--- src/rtl/seg7_scan_ctrl.sv ---
// Multiplexed seven-segment scan controller: prescaled digit scan with anti-ghost guard,
// double-buffered display data swapped only at frame boundaries, hex decode and leading-zero blanking.
module seg7_scan_ctrl #(
  parameter int DIGITS   = 8,
  parameter int SCAN_DIV = 100000,
  parameter int GUARD    = 2
) (
  input  logic                  clk,
  input  logic                  rst,
  input  logic [4*DIGITS-1:0]   data_i,
  input  logic [DIGITS-1:0]     dp_i,
  input  logic [DIGITS-1:0]     blank_i,
  input  logic                  lz_en_i,
  input  logic                  load_i,
  output logic                  load_ack_o,
  output logic                  pending_o,
  output logic [7:0]            seg_o,
  output logic [DIGITS-1:0]     an_o,
  output logic                  frame_o
);

  localparam int IDX_W = $clog2(DIGITS);
  localparam int CNT_W = $clog2(SCAN_DIV);
  localparam logic [CNT_W-1:0] CNT_LAST = CNT_W'(SCAN_DIV - 1);
  localparam logic [CNT_W-1:0] CNT_PRE  = CNT_W'(SCAN_DIV - 2);
  localparam logic [IDX_W-1:0] IDX_LAST = IDX_W'(DIGITS - 1);

  logic [CNT_W-1:0]    r_cnt;
  logic [IDX_W-1:0]    r_idx;
  logic [4*DIGITS-1:0] r_stg_data;
  logic [DIGITS-1:0]   r_stg_dp;
  logic [DIGITS-1:0]   r_stg_blank;
  logic                r_stg_lz;
  logic [4*DIGITS-1:0] r_dsp_data;
  logic [DIGITS-1:0]   r_dsp_dp;
  logic [DIGITS-1:0]   r_dsp_blank;
  logic                r_dsp_lz;
  logic                r_pending;
  logic                r_ack;
  logic                r_frame;
  logic [7:0]          r_seg;
  logic [DIGITS-1:0]   r_an;

  logic                w_wrap;
  logic                w_pre_wrap;
  logic                w_guard;
  logic [DIGITS-1:0]   w_supp;
  logic [3:0]          w_nib;
  logic                w_dark;
  logic [7:0]          w_seg;
  logic [DIGITS-1:0]   w_an;

  // Active-low a..g glyphs; b and d lowercase so they stay distinct from 8 and 0.
  function automatic logic [6:0] f_hex_seg(input logic [3:0] nib);
    logic [6:0] seg;
    case (nib)
      4'h0: seg = 7'h40;
      4'h1: seg = 7'h79;
      4'h2: seg = 7'h24;
      4'h3: seg = 7'h30;
      4'h4: seg = 7'h19;
      4'h5: seg = 7'h12;
      4'h6: seg = 7'h02;
      4'h7: seg = 7'h78;
      4'h8: seg = 7'h00;
      4'h9: seg = 7'h10;
      4'hA: seg = 7'h08;
      4'hB: seg = 7'h03;
      4'hC: seg = 7'h46;
      4'hD: seg = 7'h21;
      4'hE: seg = 7'h06;
      default: seg = 7'h0E;
    endcase
    return seg;
  endfunction

  assign w_wrap     = (r_cnt == CNT_LAST) && (r_idx == IDX_LAST);
  assign w_pre_wrap = (r_cnt == CNT_PRE)  && (r_idx == IDX_LAST);

  generate
    if (GUARD == 0) begin : g_no_guard
      assign w_guard = 1'b0;
    end else begin : g_guard
      assign w_guard = (r_cnt < CNT_W'(GUARD));
    end
  endgenerate

  always_ff @(posedge clk or negedge rst) begin
    if (!rst) begin
      r_cnt <= '0;
      r_idx <= '0;
    end else if (r_cnt == CNT_LAST) begin
      r_cnt <= '0;
      r_idx <= (r_idx == IDX_LAST) ? '0 : r_idx + IDX_W'(1);
    end else begin
      r_cnt <= r_cnt + CNT_W'(1);
    end
  end

  // A load in the boundary cycle lands in staging while the previous staging goes live.
  always_ff @(posedge clk or negedge rst) begin
    if (!rst) begin
      r_stg_data  <= '0;
      r_stg_dp    <= '0;
      r_stg_blank <= '0;
      r_stg_lz    <= 1'b0;
      r_dsp_data  <= '0;
      r_dsp_dp    <= '0;
      r_dsp_blank <= '0;
      r_dsp_lz    <= 1'b0;
      r_pending   <= 1'b0;
      r_ack       <= 1'b0;
      r_frame     <= 1'b0;
    end else begin
      if (load_i) begin
        r_stg_data  <= data_i;
        r_stg_dp    <= dp_i;
        r_stg_blank <= blank_i;
        r_stg_lz    <= lz_en_i;
      end
      if (w_wrap) begin
        if (r_pending) begin
          r_dsp_data  <= r_stg_data;
          r_dsp_dp    <= r_stg_dp;
          r_dsp_blank <= r_stg_blank;
          r_dsp_lz    <= r_stg_lz;
        end
        r_pending <= load_i;
      end else if (load_i) begin
        r_pending <= 1'b1;
      end
      // Pre-decoded one cycle early so both pulses coincide with the boundary cycle.
      r_frame <= w_pre_wrap;
      r_ack   <= w_pre_wrap && (r_pending || load_i);
    end
  end

  always_comb begin
    logic v_run;
    v_run  = 1'b1;
    w_supp = '0;
    for (int k = DIGITS - 1; k >= 0; k--) begin
      v_run = v_run & (r_dsp_data[4*k +: 4] == 4'h0);
      if (k != 0) w_supp[k] = r_dsp_lz & v_run;
    end
  end

  assign w_nib  = r_dsp_data[{r_idx, 2'b00} +: 4];
  assign w_dark = r_dsp_blank[r_idx] | w_supp[r_idx];
  assign w_seg  = w_dark ? 8'hFF : {~r_dsp_dp[r_idx], f_hex_seg(w_nib)};
  assign w_an   = ~(DIGITS'(1) << r_idx);

  always_ff @(posedge clk or negedge rst) begin
    if (!rst) begin
      r_an  <= '1;
      r_seg <= 8'hFF;
    end else begin
      r_an  <= w_guard ? '1 : w_an;
      r_seg <= w_guard ? 8'hFF : w_seg;
    end
  end

  assign load_ack_o = r_ack;
  assign pending_o  = r_pending;
  assign seg_o      = r_seg;
  assign an_o       = r_an;
  assign frame_o    = r_frame;

endmodule

--- config.mk ---
export PLATFORM = sky130hd
export DESIGN_NAME = seg7_scan_ctrl
export DESIGN_NICKNAME = d
export VERILOG_FILES = /design/src/rtl/seg7_scan_ctrl.sv
export SDC_FILE = /design/constraint.sdc
export NUM_CORES = 1
export LEC_CHECK = 0
export BUFFER_PORTS_ARGS = -buffer_cell sky130_fd_sc_hd__buf_2
export CORE_MARGIN = 5
export CORE_UTILIZATION = 58
export DETAILED_ROUTE_END_ITERATION = 10
export GPL_TIMING_DRIVEN = 0
export PLACE_DENSITY_LB_ADDON = 0.25
export SKIP_CTS_REPAIR_TIMING = 1
export SYNTH_ARGS = -nofsm -noshare
export SYNTH_HDL_FRONTEND = slang
export SYNTH_SLANG_ARGS = --single-unit
--- constraint.sdc ---
create_clock -name clk -period 2.6 [get_ports clk]
set_input_delay 0.65 -clock clk [delete_from_list [all_inputs] [get_ports clk]]
set_output_delay 0.65 -clock clk [all_outputs]
set_load 0.01 [all_outputs]
==> impl_metrics.csv <==
group,metric,value,unit
sta,period_needed,2.41,ns
yosys,synth-edff-count,0,
yosys,ys.flop_type,"dfrtp_1",
yosys,syn_area,0.00599,sq mm
yosys,seq_area_frac_synth,57.5,%
sta,rsz0062_at_grt,"no",
sta,setup_ws,0.194,ns
detailed_routing,routed_wl,11.3,mm
cells_and_area,diodes,0,
yosys,async_flop_share,100,%
detailed_routing,wl_per_cell,17.3,um
sta,report.final.setup_viol,0,
global_routing,grt_pass1_wl,19.7,mm
detailed_routing,num_vias,3571,
cells_and_area,area_delta_synth_final,18.9,%
sta,slew_headroom,54.4,%
yosys,ys_types,47,
detailed_routing,antenna_left,0,
clock_tree,clkSinkCount,137,
yosys,synth-adder-area-share,2.92,%
yosys,synthMuxAreaShare,25.2,%
cells_and_area,final_nets,568,
clock_tree,cts-root-buf,"clkbuf_8",
global_routing,grt_usage,20.1,%
die,die_h,112,um
cells_and_area,layoutNonFillerInstCount,651,
placement,io_buffers,69,
power,p_per_area,673,mW/mm^2
sta,max_freq,416,MHz
clock_tree,cts_buffers,17,
yosys,synth_compound_area_share,2.61,%
critical_path,reg2reg_from,"r_idx[1]$_DFFE_PN0N_",
clock_tree,cts_tree,"done",
clock_tree,htree_levels,4,
critical_path,r2r_end,"seg_o[3]$_DFF_PN1_",
detailed_routing,drt_iter0_markers,127,
global_routing,grt_max_degree,95,
critical_path,end_kind,"register",
cells_and_area,drive_gt1_share,47.6,%
global_routing,grt_pass1_vias,3943,
die,dieArea,0.0125,sq mm
yosys,synth_top_family_by_area,"multiplexers",
yosys,synth_cells,414,
detailed_routing,drcViolationCount,0,
sta,fin_skew,0.00462,ns
worst_hold_path,hold_class,"input port to asynchronous set/reset pin",
yosys,synth_xor_area_share,2.05,%
yosys,ys_warn_count,0,
global_routing,grt_overflow,0,
critical_path,cp-endpoint,"seg_o[3]$_DFF_PN1_",
yosys,syn_avg_cell_area,14.5,sq um
yosys,syn_nets,480,
clock_tree,clk_latency,0.53,ns
detailed_routing,firstDrtPassIters,4,
critical_path,cp_max_fo,10,
flow_run,cap_violations,0,
yosys,yosys.area_share.simple,7.45,%
placement,dpl.cell_count,620,
sta,drv_slew,0,
power,irDropWorstVdd,0.000501,V
sta,fin_crit_sh,92.6,%
critical_path,required,3.04,ns
cells_and_area,fillers,708,
clock_tree,clock_path_buffers,2,
placement,dp_hpwl,8.00,mm
critical_path,worstSetupPathType,"register to register",
clock_tree,clk_pin_slew,0.06,ns
sta,hold_violations,0,
run_status,outcome,"finished, final reports clean",
die,die_w,112,um
die,io-pin-count,71,
die,rows,37,
placement,dp_slack,0.119,ns
global_routing,antenna_found_initial,0,
critical_path,cp.arrival,2.85,ns
power,leakage,3.41,nW
die,initial_core_util,58.9,%
yosys,synth-seq-cells,137,
critical_path,rr_worst_depth,8,
detailed_routing,vias_per_cell,5.49,
placement,gp_congestion,0.838,
sta,worstMarginPinSlew,0.684,ns
critical_path,cp-startpoint,"r_idx[1]$_DFFE_PN0N_",
die,core_area,0.0102,sq mm
critical_path,cp-start-kind,"register",
critical_path,rrSetupSlack,0.19,ns
## metal layers
layer	vias up	part of all wire, %	GRT usage [%]
li1	1666	-	-
met1	1809	44	25.9
met2	75	49	31.9
met3	21	5.0	6.74
met4	0	2.2	7.70
met5	-	0	0
## per-stage QoR
stage / util, % / instance area [sq um] / power (mW) / TNS [ns] / hold WS, ns
floorplan: - / 5990 / 2.37 / 0 / 0.354
finish: 70.0 / 7130 / 4.79 / 0 / 0.0316
global route: 70.0 / 7130 / 4.98 / 0 / 0.0450
detailed placement: 64.3 / 6540 / 2.48 / 0 / 0.491
global placement: 63.9 / 6510 / 2.46 / -97.76 / 0.485
CTS: 70.0 / 7130 / 4.84 / 0 / 0.0248
## placed cells by master (no fill, tap or decap), drive strengths merged, types with 8 or more instances in the layout
cell type,count
buf,81
clkbuf,26
clkinv,8
dfrtp,121
dfstp,16
ha,14
inv,8
mux2,100
mux4,12
nand2,20
nand3,12
nor2,14
## logic make-up (layout without fill, tap and decap cells)
group,after synthesis,count (layout)
xor gates and xnor gates,14,14
adders and majority gates,14,14
AOI/OAI and AO/OA,24,24
and+or+nand+nor,80,80
muxes,119,119
DFF,137,137
buffers and inverters,26,127
## cell type report
class | instances | area [sq um] | area share (%)
flip-flops and latches | 137 | 3450 | 48.4
clock buffers | 20 | 435 | 6.11
clock inverters | 12 | 149 | 2.09
plain buffers | 17 | 104 | 1.46
well taps | 136 | 170 | 2.39
repair buffers | 70 | 379 | 5.32
inverters | 8 | 30.0 | 0.421
multi-input cells | 251 | 2410 | 33.8
## how the worst min path moves through the flow
stage                          startpoint                         end  slack [ns]  cells after the start
6_report                              rst          r_cnt[5]$_DFF_PN0_        0.03                      1
5_1_grt                               rst         r_cnt[14]$_DFF_PN0_        0.05                      1
4_1_cts                               rst          r_cnt[5]$_DFF_PN0_        0.02                      1
3_5_place_dp    r_dsp_data[1]$_DFFE_PN0P_   r_dsp_data[1]$_DFFE_PN0P_        0.49                      1
3_3_place_gp   r_stg_data[13]$_DFFE_PN0P_  r_dsp_data[13]$_DFFE_PN0P_        0.48                      1
2_1_floorplan                         rst           frame_o$_DFF_PN0_        0.35                      0
## registers in the layout (all words and copies together) (netlist names)
name / flops
r_dsp_blank: 8
r_stg_lz: 1
r_dsp_data: 32
load_ack_o: 1
an_o: 8
r_cnt: 17
r_dsp_dp: 8
r_stg_dp: 8
r_stg_blank: 8
seg_o: 8
r_stg_data: 32
pending_o: 1
frame_o: 1
r_idx: 3
r_dsp_lz: 1
## worst max-delay path: stages, from the launching register on
cell     delay (ns)
dfrtp_1        0.39
buf_6          0.16
buf_6          0.17
mux4_2         0.50
mux2_2         0.34
ha_1           0.27
mux2_2         0.29
mux2i_1        0.13
nand2_1        0.07
## cells in the mapped netlist (2+ instances only)
cell      count  area [sq um]
mux2i_1       6          60.1
xnor2_1       7          61.3
nand2_1      20          75.1
buf_2         5          25.0
and4_1        4          35.0
nand2b_1      2          12.5
o211ai_1      3          22.5
a21o_1        2          15.0
nand4_1       3          18.8
o21ai_1       2          10.0
buf_6         4          45.0
o221ai_1      3          26.3
nor2_1       13          48.8
nand3_1      11          55.1
dfrtp_1     121          3030
clkbuf_1      7          26.3
and3_1        2          12.5
a21oi_1       5          25.0
mux4_2       12           270
ha_1         14           175
mux2_4       10           150
and2_1        4          25.0
nand3b_1      2          15.0
mux2_2       90          1010
nor3_1        3          15.0
o21ai_0       5          25.0
xor2_1        7          61.3
or4_1         2          15.0
nor4_1        6          37.5
inv_1         7          26.3
dfstp_2      16           420
## where the power goes
part           internal (mW)  switching, mW
logic                  0.101         0.0861
clock network           1.48          0.869
registers               2.21         0.0424
total                   3.79          0.998
No activity file was read; power rests on OpenSTA's default activity.
